File: src/rtl/tt_sweep_ctrl.sv
// Exhaustive input sweep controller: drives all 16 four-bit vectors into a
// combinational block, holds each for DWELL cycles, and captures the 3-bit result.
module tt_sweep_ctrl #(
  parameter int DWELL = 4
) (
  input  logic       clk,
  input  logic       rst_n,
  input  logic       start,
  input  logic       abort,
  output logic [3:0] x_out,
  input  logic [2:0] dut_y,
  output logic       busy,
  output logic       done,
  output logic       aborted,
  input  logic [3:0] rd_addr,
  output logic [2:0] rd_data,
  output logic       rd_valid
);

  localparam int CW = (DWELL < 2) ? 1 : $clog2(DWELL + 1);
  localparam logic [CW-1:0] LAST = CW'(DWELL - 1);
  localparam logic [CW-1:0] ONE  = CW'(1);

  typedef enum logic [1:0] {
    S_IDLE  = 2'd0,
    S_DRIVE = 2'd1,
    S_DONE  = 2'd2
  } state_t;

  state_t        r_state;
  state_t        w_next;
  logic [3:0]    r_vec;
  logic [3:0]    r_x;
  logic [CW-1:0] r_cnt;
  logic [2:0]    r_tab [16];
  logic [15:0]   r_valid;
  logic          r_aborted;

  logic w_accept;
  logic w_abort;
  logic w_capture;
  logic w_last;

  // Abort outranks capture, so a capture is only qualified when abort is low.
  assign w_accept  = (r_state == S_IDLE) && start;
  assign w_abort   = (r_state == S_DRIVE) && abort;
  assign w_capture = (r_state == S_DRIVE) && !abort && (r_cnt == LAST);
  assign w_last    = w_capture && (r_vec == 4'hF);

  always_ff @(posedge clk or negedge rst_n) begin
    if (!rst_n) begin
      r_state <= S_IDLE;
    end else begin
      r_state <= w_next;
    end
  end

  always_comb begin
    w_next = r_state;
    case (r_state)
      S_IDLE:  if (start) w_next = S_DRIVE;
      S_DRIVE: begin
        if (abort)       w_next = S_IDLE;
        else if (w_last) w_next = S_DONE;
      end
      S_DONE:  w_next = S_IDLE;
      default: w_next = S_IDLE;
    endcase
  end

  always_comb begin
    busy = 1'b0;
    done = 1'b0;
    case (r_state)
      S_DRIVE: busy = 1'b1;
      S_DONE:  done = 1'b1;
      default: begin
        busy = 1'b0;
        done = 1'b0;
      end
    endcase
  end

  always_ff @(posedge clk or negedge rst_n) begin
    if (!rst_n) begin
      r_vec     <= 4'd0;
      r_x       <= 4'd0;
      r_cnt     <= '0;
      r_valid   <= 16'd0;
      r_aborted <= 1'b0;
    end else if (w_accept) begin
      r_vec     <= 4'd0;
      r_x       <= 4'd0;
      r_cnt     <= '0;
      r_valid   <= 16'd0;
      r_aborted <= 1'b0;
    end else if (w_abort) begin
      r_vec     <= 4'd0;
      r_x       <= 4'd0;
      r_cnt     <= '0;
      r_aborted <= 1'b1;
    end else if (r_state == S_DRIVE) begin
      if (w_capture) begin
        r_valid[r_vec] <= 1'b1;
        r_cnt          <= '0;
        // The last vector parks vec at 15 rather than letting it wrap.
        if (r_vec == 4'hF) begin
          r_x <= 4'd0;
        end else begin
          r_vec <= r_vec + 4'd1;
          r_x   <= r_vec + 4'd1;
        end
      end else begin
        r_cnt <= r_cnt + ONE;
      end
    end
  end

  always_ff @(posedge clk or negedge rst_n) begin
    if (!rst_n) begin
      for (int i = 0; i < 16; i++) begin
        r_tab[i] <= 3'd0;
      end
    end else if (w_capture) begin
      r_tab[r_vec] <= dut_y;
    end
  end

  assign x_out    = r_x;
  assign aborted  = r_aborted;
  assign rd_data  = r_tab[rd_addr];
  assign rd_valid = r_valid[rd_addr];

endmodule

File: config.mk
export PLATFORM = sky130hd
export DESIGN_NAME = tt_sweep_ctrl
export DESIGN_NICKNAME = d
export VERILOG_FILES = /design/src/rtl/tt_sweep_ctrl.sv
export SDC_FILE = /design/constraint.sdc
export NUM_CORES = 1
export LEC_CHECK = 0
export CORE_ASPECT_RATIO = 0.9
export CORE_UTILIZATION = 30
export DETAILED_ROUTE_END_ITERATION = 7
export PLACE_DENSITY_LB_ADDON = 0.2
export SETUP_SLACK_MARGIN = 0.5
export SYNTH_ARGS = -nofsm -noshare
export SYNTH_HDL_FRONTEND = slang
export SYNTH_SLANG_ARGS = --single-unit
File: constraint.sdc
create_clock -name clk -period 2 [get_ports clk]
set_clock_uncertainty 0.1 [all_clocks]
set_input_delay 0.4 -clock clk [delete_from_list [all_inputs] [get_ports clk]]
set_output_delay 0.4 -clock clk [all_outputs]
set_load 0.02 [all_outputs]
Word level (Yosys, flattened, before mapping)
Cells that the tools add are included.
- flip-flop bits (word level): 78
- bits of input ports: 11
- output and inout bits: 11
- logic and storage cells: 95
- add/subtract/negate cells: 2
- magnitude comparators: 6
- equal/unequal tests: 8
- mux-type cells: 36
- bitwise operators: 3
- reductions and logical operators: 18
- operators with widths (kind ; number):
    16-bit 2-to-1 mux ; 4
    48-bit bitwise mux ; 1
    4-bit 2-to-1 mux ; 10
    3-bit 2-to-1 mux ; 7
    16-bit OR ; 1
    3-bit binary-select mux with 4-bit select ; 1
    3-bit demux with 4-bit select ; 1
    5-bit greater-or-equal comparator (second input constant) ; 2
    4-bit by 5-bit less-than comparator with 1-bit output (second input constant) ; 2
    4-bit inverter with 5-bit output ; 2
    1-bit logical AND ; 7
    1-bit 2-to-1 mux ; 6
    2-bit 2-to-1 mux ; 3
    3-bit != test (second input constant) ; 2
    3-bit AND reduction ; 2
    2-bit nonzero test ; 3
    3-bit nonzero test ; 2
    5-bit by 1-bit less-than comparator with 1-bit output (second input constant) ; 1
    4-bit by 1-bit adder with 4-bit output (second input constant) ; 1
    1-bit binary-select mux with 4-bit select ; 1
    1-bit demux with 4-bit select ; 1
    4-bit equality test (second input constant) ; 1
    4-bit by 1-bit greater-or-equal comparator with 1-bit output (second input constant) ; 1
    2-bit != test (second input constant) ; 2
    8 further kinds ; 9

Depth between registers and ports, before layout
Gate-level depths: netlist (run 1).
- depth after elaboration: 9
- mapped depth: 6
- mapped depth without buffers: 5

Least setup slack after synthesis (run 1)
Ideal clock, no wire load.
- path kind: input to output
- start: input port rd_addr[0]
- end: output port rd_data[0]
- data arrival time: 1691 ps
- data required time: 1500 ps
- path slack: -191 ps
- stages: 5
- buffers on the path: 2
- path through: buf_2 > buf_4 > mux4_2 > a22oi_1 > nand3_1
- longest elaborated chain between the ends: 4
- ends and longest elaborated chain (item ; RTL line ; text):
    from (decl) ; 15 ; input logic [3:0] rd_addr,
    4-bit inverter with 5-bit output (implied by the code) ; 131 ; assign rd_data = r_tab[rd_addr];
    3-bit binary-select mux with 4-bit select ; 131 ;
    3-bit 2-to-1 mux (implied by the code) (2 in a row) ; 131 ;
    to (decl) ; 16 ; output logic [2:0] rd_data,
No other way between the ends. The select of a mux whose other input is x is not followed.

Worst setup path after layout (run 1)
- start: register r_valid[3]
- end: output port rd_valid
- longest elaborated chain between the ends: 2
- ends and longest elaborated chain (item ; RTL line ; text):
    from (decl) ; 36 ; logic [15:0] r_valid;
    from (signal assigned) ; 89 ; r_valid <= 16'd0;
    from (signal assigned) ; 95 ; r_valid <= 16'd0;
    from (signal, indexed assignment) ; 104 ; r_valid[r_vec] <= 1'b1;
    1-bit binary-select mux with 4-bit select ; 132 ; assign rd_valid = r_valid[rd_addr];
    1-bit 2-to-1 mux (implied by the code) ; 132 ;
    to (decl) ; 17 ; output logic rd_valid
No other way between the ends. The select of a mux whose other input is x is not followed.

==> impl_metrics.json, run 1 <==
{
  "setup_ws_ns": -0.162,
  "syn_area_per_cell_um2": 13.7,
  "gp_congestion": 0.726,
  "antenna_found_initial": 0,
  "synth_top_family_by_area": "multiplexers",
  "htreeDepth": 3,
  "cts_tree": "built",
  "synth.area.mux_share": 0.248,
  "p_int_mw": 2.99,
  "combPwrFrac": 0.131,
  "tightestPinTransition_ns": 0.421,
  "grt_use_met3": 0.0360,
  "syn_nets": 304,
  "leakagePower_nw": 2.86,
  "grt.met2_usage": 0.254,
  "fmax_mhz": 463,
  "nNetsFinal": 422,
  "antenna_cells": 0,
  "path_class": "flop to output port",
  "coreArea_um2": 12700,
  "start_kind": "flop",
  "rsz0062_at_grt": "true",
  "start_util": 0.309,
  "syn_inst": 288,
  "endpoint_kind": "output port",
  "p_seq_frac": 0.423,
  "drc": 0,
  "fp-row-count": 39,
  "die_w_um": 123,
  "outcome": "finished with violations",
  "synth_edf_count": 0,
  "violations": "setup timing",
  "post-route-util": 0.475,
  "drtAntennaViolNets": 0,
  "cts_buffers": 9,
  "grt_usage": 0.162,
  "multi_input_area_um2": 2320,
  "drtPass1Iterations": 4,
  "clk_pin_slew_ns": 0.06,
  "slew_viol_final": 0,
  "synth-compound-area-share": 0.0604,
  "p_sw_mw": 0.910,
  "ir_drop_uv": 398,
  "grt_pass1_vias": 2929,
  "worstPathArrival_ns": 1.66,
  "netlist_area_um2": 3940,
  "synthXorXnorAreaFrac": 0.00667,
  "area_growth_pct": 53.7,
  "clkPwrFrac": 0.446,
  "swShare": 0.233,
  "synth-simple-area-share": 0.143,
  "clkLatencyLatePin_ns": 0.34,
  "finalSetupViolCount": 4,
  "dp_cells": 520,
  "die-height_um": 111,
  "viasPerCell": 4.77,
  "portBuffers": 21,
  "drive_above_1_share": 0.645,
  "dp_hpwl_mm": 6.67,
  "cp_max_fo": 2,
  "hold_viol_final": 0,
  "cts.sinks": 78,
  "ys_seq_elements": 78,
  "top_usage_layer": "met2",
  "dieArea_um2": 13600,
  "hold_class": "flop to flop",
  "fin_crit_sh": 1.08,
  "gr-usage-met1": 0.223,
  "synth_adder_area_share": 0.0159,
  "ys_warn_count": 0,
  "p_total_mw": 3.90,
  "grt-ovfl-total": 0,
  "root_buffer": "clkbuf_16",
  "grt_pass1_wl_mm": 16.3,
  "crit_required_ns": 1.50,
  "ys_seq_area_frac": 0.496,
  "drt_iter0_drc": 108,
  "async_reset_ff_frac": 1.00,
  "register_area_um2": 1950,
  "wl_per_cell_um": 17.9,
  "final_cells": 575,
  "netlist-cell-type-count": 44,
  "io_pins": 22,
  "min_period_ns": 2.16,
  "fillers": 1094,
  "max_cap_violations": 0,
  "power_density_nw_per_um2": 644,
  "grt_max_degree": 37,
  "wl_mm": 10.3,
  "vias": 2742,
  "relSlewSlack": 0.720,
  "yosys_most_used_dff": "dfrtp_1",
  "cts.path.max_buffers": 2
}
==> worst paths after layout <==
path	start	end	slack (ns)	depth (start not counted)
worst min-delay path	r_cnt[2]	r_cnt[2]	0.39	1
max in group asynchronous	rst_n	r_tab[6]	0.82	3
min in group asynchronous	rst_n	r_tab[36]	0.42	2
worst min register to register	r_cnt[2]	r_cnt[2]	0.39	1
worst max register to register	r_state[1]	r_tab[2]	0.25	7
worst max-delay path	r_valid[3]	rd_valid	-0.16	4
==> cells in the mapped netlist (all sizes together) (2+ instances only) <==
| cell | number | area, µm² |
|---|---|---|
| nor2b | 8 | 50.1 |
| xnor2 | 2 | 17.5 |
| o21ai | 2 | 13.8 |
| inv | 5 | 18.8 |
| nand2b | 5 | 33.8 |
| a21oi | 5 | 25.0 |
| a22oi | 4 | 30.0 |
| nor2 | 24 | 97.6 |
| dfrtp | 78 | 1950 |
| a2bb2oi | 2 | 17.5 |
| buf | 10 | 73.8 |
| mux4 | 16 | 360 |
| mux2 | 48 | 608 |
| nand2 | 10 | 37.5 |
| o21a | 2 | 15.0 |
| ha | 5 | 62.6 |
| a31oi | 14 | 87.6 |
| clkbuf | 7 | 26.3 |
| nand3 | 26 | 280 |
==> power groups by stage <==
stage	Combinational [mW]	Clock [mW]	Sequential (mW)
3_3_place_gp	0.374	0	1.68
4_1_cts	0.449	1.77	1.64
5_1_grt	0.553	1.83	1.65
6_report	0.511	1.74	1.65
3_5_place_dp	0.379	0	1.68
2_1_floorplan	0.195	0	1.68
==> final cells by class <==
cell class	count	share of cell area
Sequential cell	78	0.323
Timing Repair Buffer	124	0.205
Multi-Input combinational cell	188	0.382
Clock buffer	13	0.0463
Clock inverter	3	0.00661
Tap cell	164	0.0339
Inverter	5	0.00351
==> flip-flops by register name, indices dropped and copies added, names as in the netlist <==
register  count
aborted       1
x_out         4
r_state       2
r_vec         4
r_tab        48
r_cnt         3
r_valid      16
==> worst max-delay path: stages (launching register included) <==
cell and delay [ns]:
dfrtp_1 0.39, mux4_2 0.48, a22oi_2 0.22, nand3_4 0.09, buf_6 0.14
==> cells by family after synthesis <==
logic type / count (synthesis)
AOI/OAI and AO/OA: 35
xor gates and xnor gates: 3
adders and majority gates: 5
buffers and inverters: 22
DFF: 78
muxes: 65
and+or+nand+nor: 80
==> what timing repair did <==
action | CTS | global route
setup buffers | 21 | 13
gates resized for setup | 104 | 46
hold buffers | 1 | 0
pin swaps | 15 | 32
hold endpoints to repair | 25 | 0
gates cloned | 3 | 1
setup endpoints to repair | 85 | 85
==> per-stage QoR <==
step | TNS, ns | hold WS [ns] | cell area, µm² | setup WS [ns]
2_1_floorplan | 0 | 0.00441 | 4230 | 0.0571
3_5_place_dp | -5.91 | 0.245 | 5030 | -0.995
6_report | -0.590 | 0.390 | 6060 | -0.162
3_3_place_gp | -6.06 | 0.240 | 5030 | -1.01
4_1_cts | -0.770 | 0.389 | 5780 | -0.221
5_1_grt | -0.873 | 0.421 | 6060 | -0.251
==> placed cells by master, fill, tap and decap left out, types with 4 or more instances in the layout <==
cell type,count
buf_4,67
nand2_1,5
nor2b_4,4
nand2b_4,4
nand3_2,5
clkdlybuf4s50_1,5
nor2_1,19
mux2_4,48
mux4_2,16
dfrtp_1,76
a22oi_2,4
clkbuf_8,4
nand3_4,19
clkbuf_16,9
buf_2,4
buf_6,31
buf_12,8
nand2_2,5
a31oi_1,13
a21oi_2,5
==> metal layers <==
layer  part of all wire  vias up
met5                  0        -
met4              0.013        0
met3              0.027       13
met2               0.50       36
met1               0.46     1394
li1                   -     1299
Power figures use the tool's default switching activity.
==> run 2: changes to the inputs <==
--- a/config.mk
+++ b/config.mk
@@ -5,6 +5,7 @@
 export SDC_FILE = /design/constraint.sdc
 export NUM_CORES = 1
 export LEC_CHECK = 0
+export CAP_MARGIN = 20
 export CORE_ASPECT_RATIO = 0.9
 export CORE_UTILIZATION = 30
 export DETAILED_ROUTE_END_ITERATION = 7
==> results of run 2 <==
Same layout as run 1: the final DEF is identical, and so are final timing and power.
==> run 3: changes to the inputs <==
--- a/config.mk
+++ b/config.mk
@@ -7,7 +7,7 @@
 export LEC_CHECK = 0
 export CAP_MARGIN = 20
 export CORE_ASPECT_RATIO = 0.9
-export CORE_UTILIZATION = 30
+export CORE_UTILIZATION = 64
 export DETAILED_ROUTE_END_ITERATION = 7
 export PLACE_DENSITY_LB_ADDON = 0.2
 export SETUP_SLACK_MARGIN = 0.5
==> constraint.sdc (replaced) <==
create_clock -name clk -period 2.7 [get_ports clk]
set_clock_uncertainty 0.1 [all_clocks]
set_input_delay 0.54 -clock clk [delete_from_list [all_inputs] [get_ports clk]]
set_output_delay 0.54 -clock clk [all_outputs]
set_load 0.02 [all_outputs]
==> impl_metrics.json, run 3 (same netlist as run 1, synthesis figures left out) <==
{
  "antenna_found_initial": 0,
  "grt_max_degree": 42,
  "dp_cells": 380,
  "hold_class": "input pin to async pin",
  "largest-register": "r_tab",
  "io_pins": 22,
  "clkPwrFrac": 0.355,
  "dp_hpwl_mm": 5.55,
  "fp-row-count": 26,
  "finalSetupViolCount": 0,
  "swShare": 0.263,
  "die_w_um": 84.7,
  "final_cells": 398,
  "fin_crit_sh": 0.880,
  "relSlewSlack": 0.547,
  "grt_pass1_vias": 2595,
  "clkLatencyLatePin_ns": 0.35,
  "ctsHoldBuffers": 0,
  "path_cells": "buf_8 -> buf_12 -> mux4_2 -> a22oi_2 -> nand3_2 -> buf_6",
  "reg2reg_slack_ns": 0.74,
  "rsz0062_at_grt": "true",
  "finalSetupTns_ns": 0,
  "wl_mm": 8.18,
  "start_kind": "input pin",
  "post-route-util": 0.797,
  "start_util": 0.680,
  "p_sw_mw": 0.595,
  "drc": 0,
  "placed_cell_area_um2": 4340,
  "viasPerCell": 6.30,
  "clk_pin_slew_ns": 0.08,
  "slew_viol_final": 0,
  "portBuffers": 21,
  "cts.path.max_buffers": 2,
  "crit_required_ns": 2.06,
  "layout_common_cells": "77 x dfrtp_1, 24 x mux2_1, 22 x nor2_1",
  "nNetsFinal": 339,
  "r2r_end": "r_tab[42]",
  "vias": 2506,
  "p_int_mw": 1.67,
  "p_seq_frac": 0.539,
  "antenna_cells": 0,
  "drive_above_1_share": 0.360,
  "cpLargestDelayFamily": "multiplexers",
  "worstRegToRegCells": 5,
  "fmax_mhz": 421,
  "drt_iter0_drc": 140,
  "power_density_nw_per_um2": 490,
  "fillers": 357,
  "worstPathArrival_ns": 1.74,
  "cp_max_fo": 5,
  "root_buffer": "clkbuf_8",
  "r2r_start": "r_state[1]",
  "max_cap_violations": 0,
  "area_growth_pct": 17.2,
  "outcome": "complete, no violations",
  "coreArea_um2": 5790,
  "leakagePower_nw": 2.16,
  "cts_buffers": 9,
  "endpoint_kind": "output port",
  "mostFrequentLayoutCell": "dfrtp_1",
  "wl_per_cell_um": 20.5,
  "dieArea_um2": 6470,
  "path_class": "input pin to output port",
  "ir_drop_uv": 434,
  "drtAntennaViolNets": 0,
  "htreeDepth": 3,
  "top_regs": "r_tab (48), r_valid (16)",
  "cp_slowest_cell": "mux4_2",
  "cp_num_buf_inv": 3,
  "combPwrFrac": 0.106,
  "worst-path-stages": 6,
  "drtPass1Iterations": 6,
  "min_period_ns": 2.38,
  "cts.sinks": 78,
  "die-height_um": 76.4,
  "grt_usage": 0.287,
  "fin_area_um2": 4610,
  "gp_congestion": 0.817,
  "hold_viol_final": 0,
  "slowest_delay_ns": 0.50,
  "grt-ovfl-total": 0,
  "tightestPinTransition_ns": 0.677,
  "largest_reg_flops": 48,
  "grt_pass1_wl_mm": 13.9,
  "cts_tree": "built"
}
==> run 3: area by class of cell <==
cell class,count,area [µm²],area share
clock inverter,6,45.0,0.00976
timing repair buffer,41,449,0.0973
sequential,78,1950,0.423
multi-input combinational,188,1920,0.417
tap,70,87.6,0.0190
clock buffer,10,138,0.0298
inverter,5,18.8,0.00407
==> run 3: worst max-delay path by stage <==
stage                from         end
6_report       rd_addr[0]  rd_data[1]
5_1_grt        rd_addr[0]  rd_data[0]
4_1_cts        rd_addr[0]    rd_valid
3_5_place_dp   rd_addr[0]    rd_valid
3_3_place_gp   rd_addr[0]  rd_data[2]
2_1_floorplan  rd_addr[0]  rd_data[0]
==> run 3: power by group through the flow <==
stage / logic [mW] / registers [mW] / clock network [mW]
3_5_place_dp: 0.230 / 1.24 / 0
3_3_place_gp: 0.224 / 1.24 / 0
6_report: 0.241 / 1.22 / 0.803
2_1_floorplan: 0.124 / 1.24 / 0
4_1_cts: 0.243 / 1.22 / 0.814
5_1_grt: 0.264 / 1.22 / 0.866
==> run 3: metrics by stage <==
step | setup slack [ns] | power [mW] | hold slack, ns
2_1_floorplan | 0.477 | 1.36 | 0.144
3_3_place_gp | -0.539 | 1.46 | 0.366
3_5_place_dp | -0.575 | 1.47 | 0.368
4_1_cts | 0.308 | 2.27 | 0.0556
5_1_grt | 0.294 | 2.35 | 0.0733
6_report | 0.324 | 2.26 | 0.0524
==> run 3: timing repair <==
action                     in CTS  in global routing
pin swaps                       9                  2
setup endpoints to repair       6                  5
buffers inserted                0                  0
gates cloned                    2                  0
gates resized for setup        48                  4
==> run 3: routing by layer <==
layer  global-route usage  routed length [µm]  vias up
met3               0.0704                 408       20
met1                0.403                3670     1277
met5                    0                   0        -
li1                     -                   -     1132
met4                0.102                 210        0
met2                0.441                3890       77
==> run 3: worst register-to-register path: cells and delay by family (launching register included) <==
kind	cells	cell delay (ns)
AND/OR/NAND/NOR	3	0.64
flip-flops	1	0.50
multiplexers	1	0.37
buffers and inverters	1	0.23
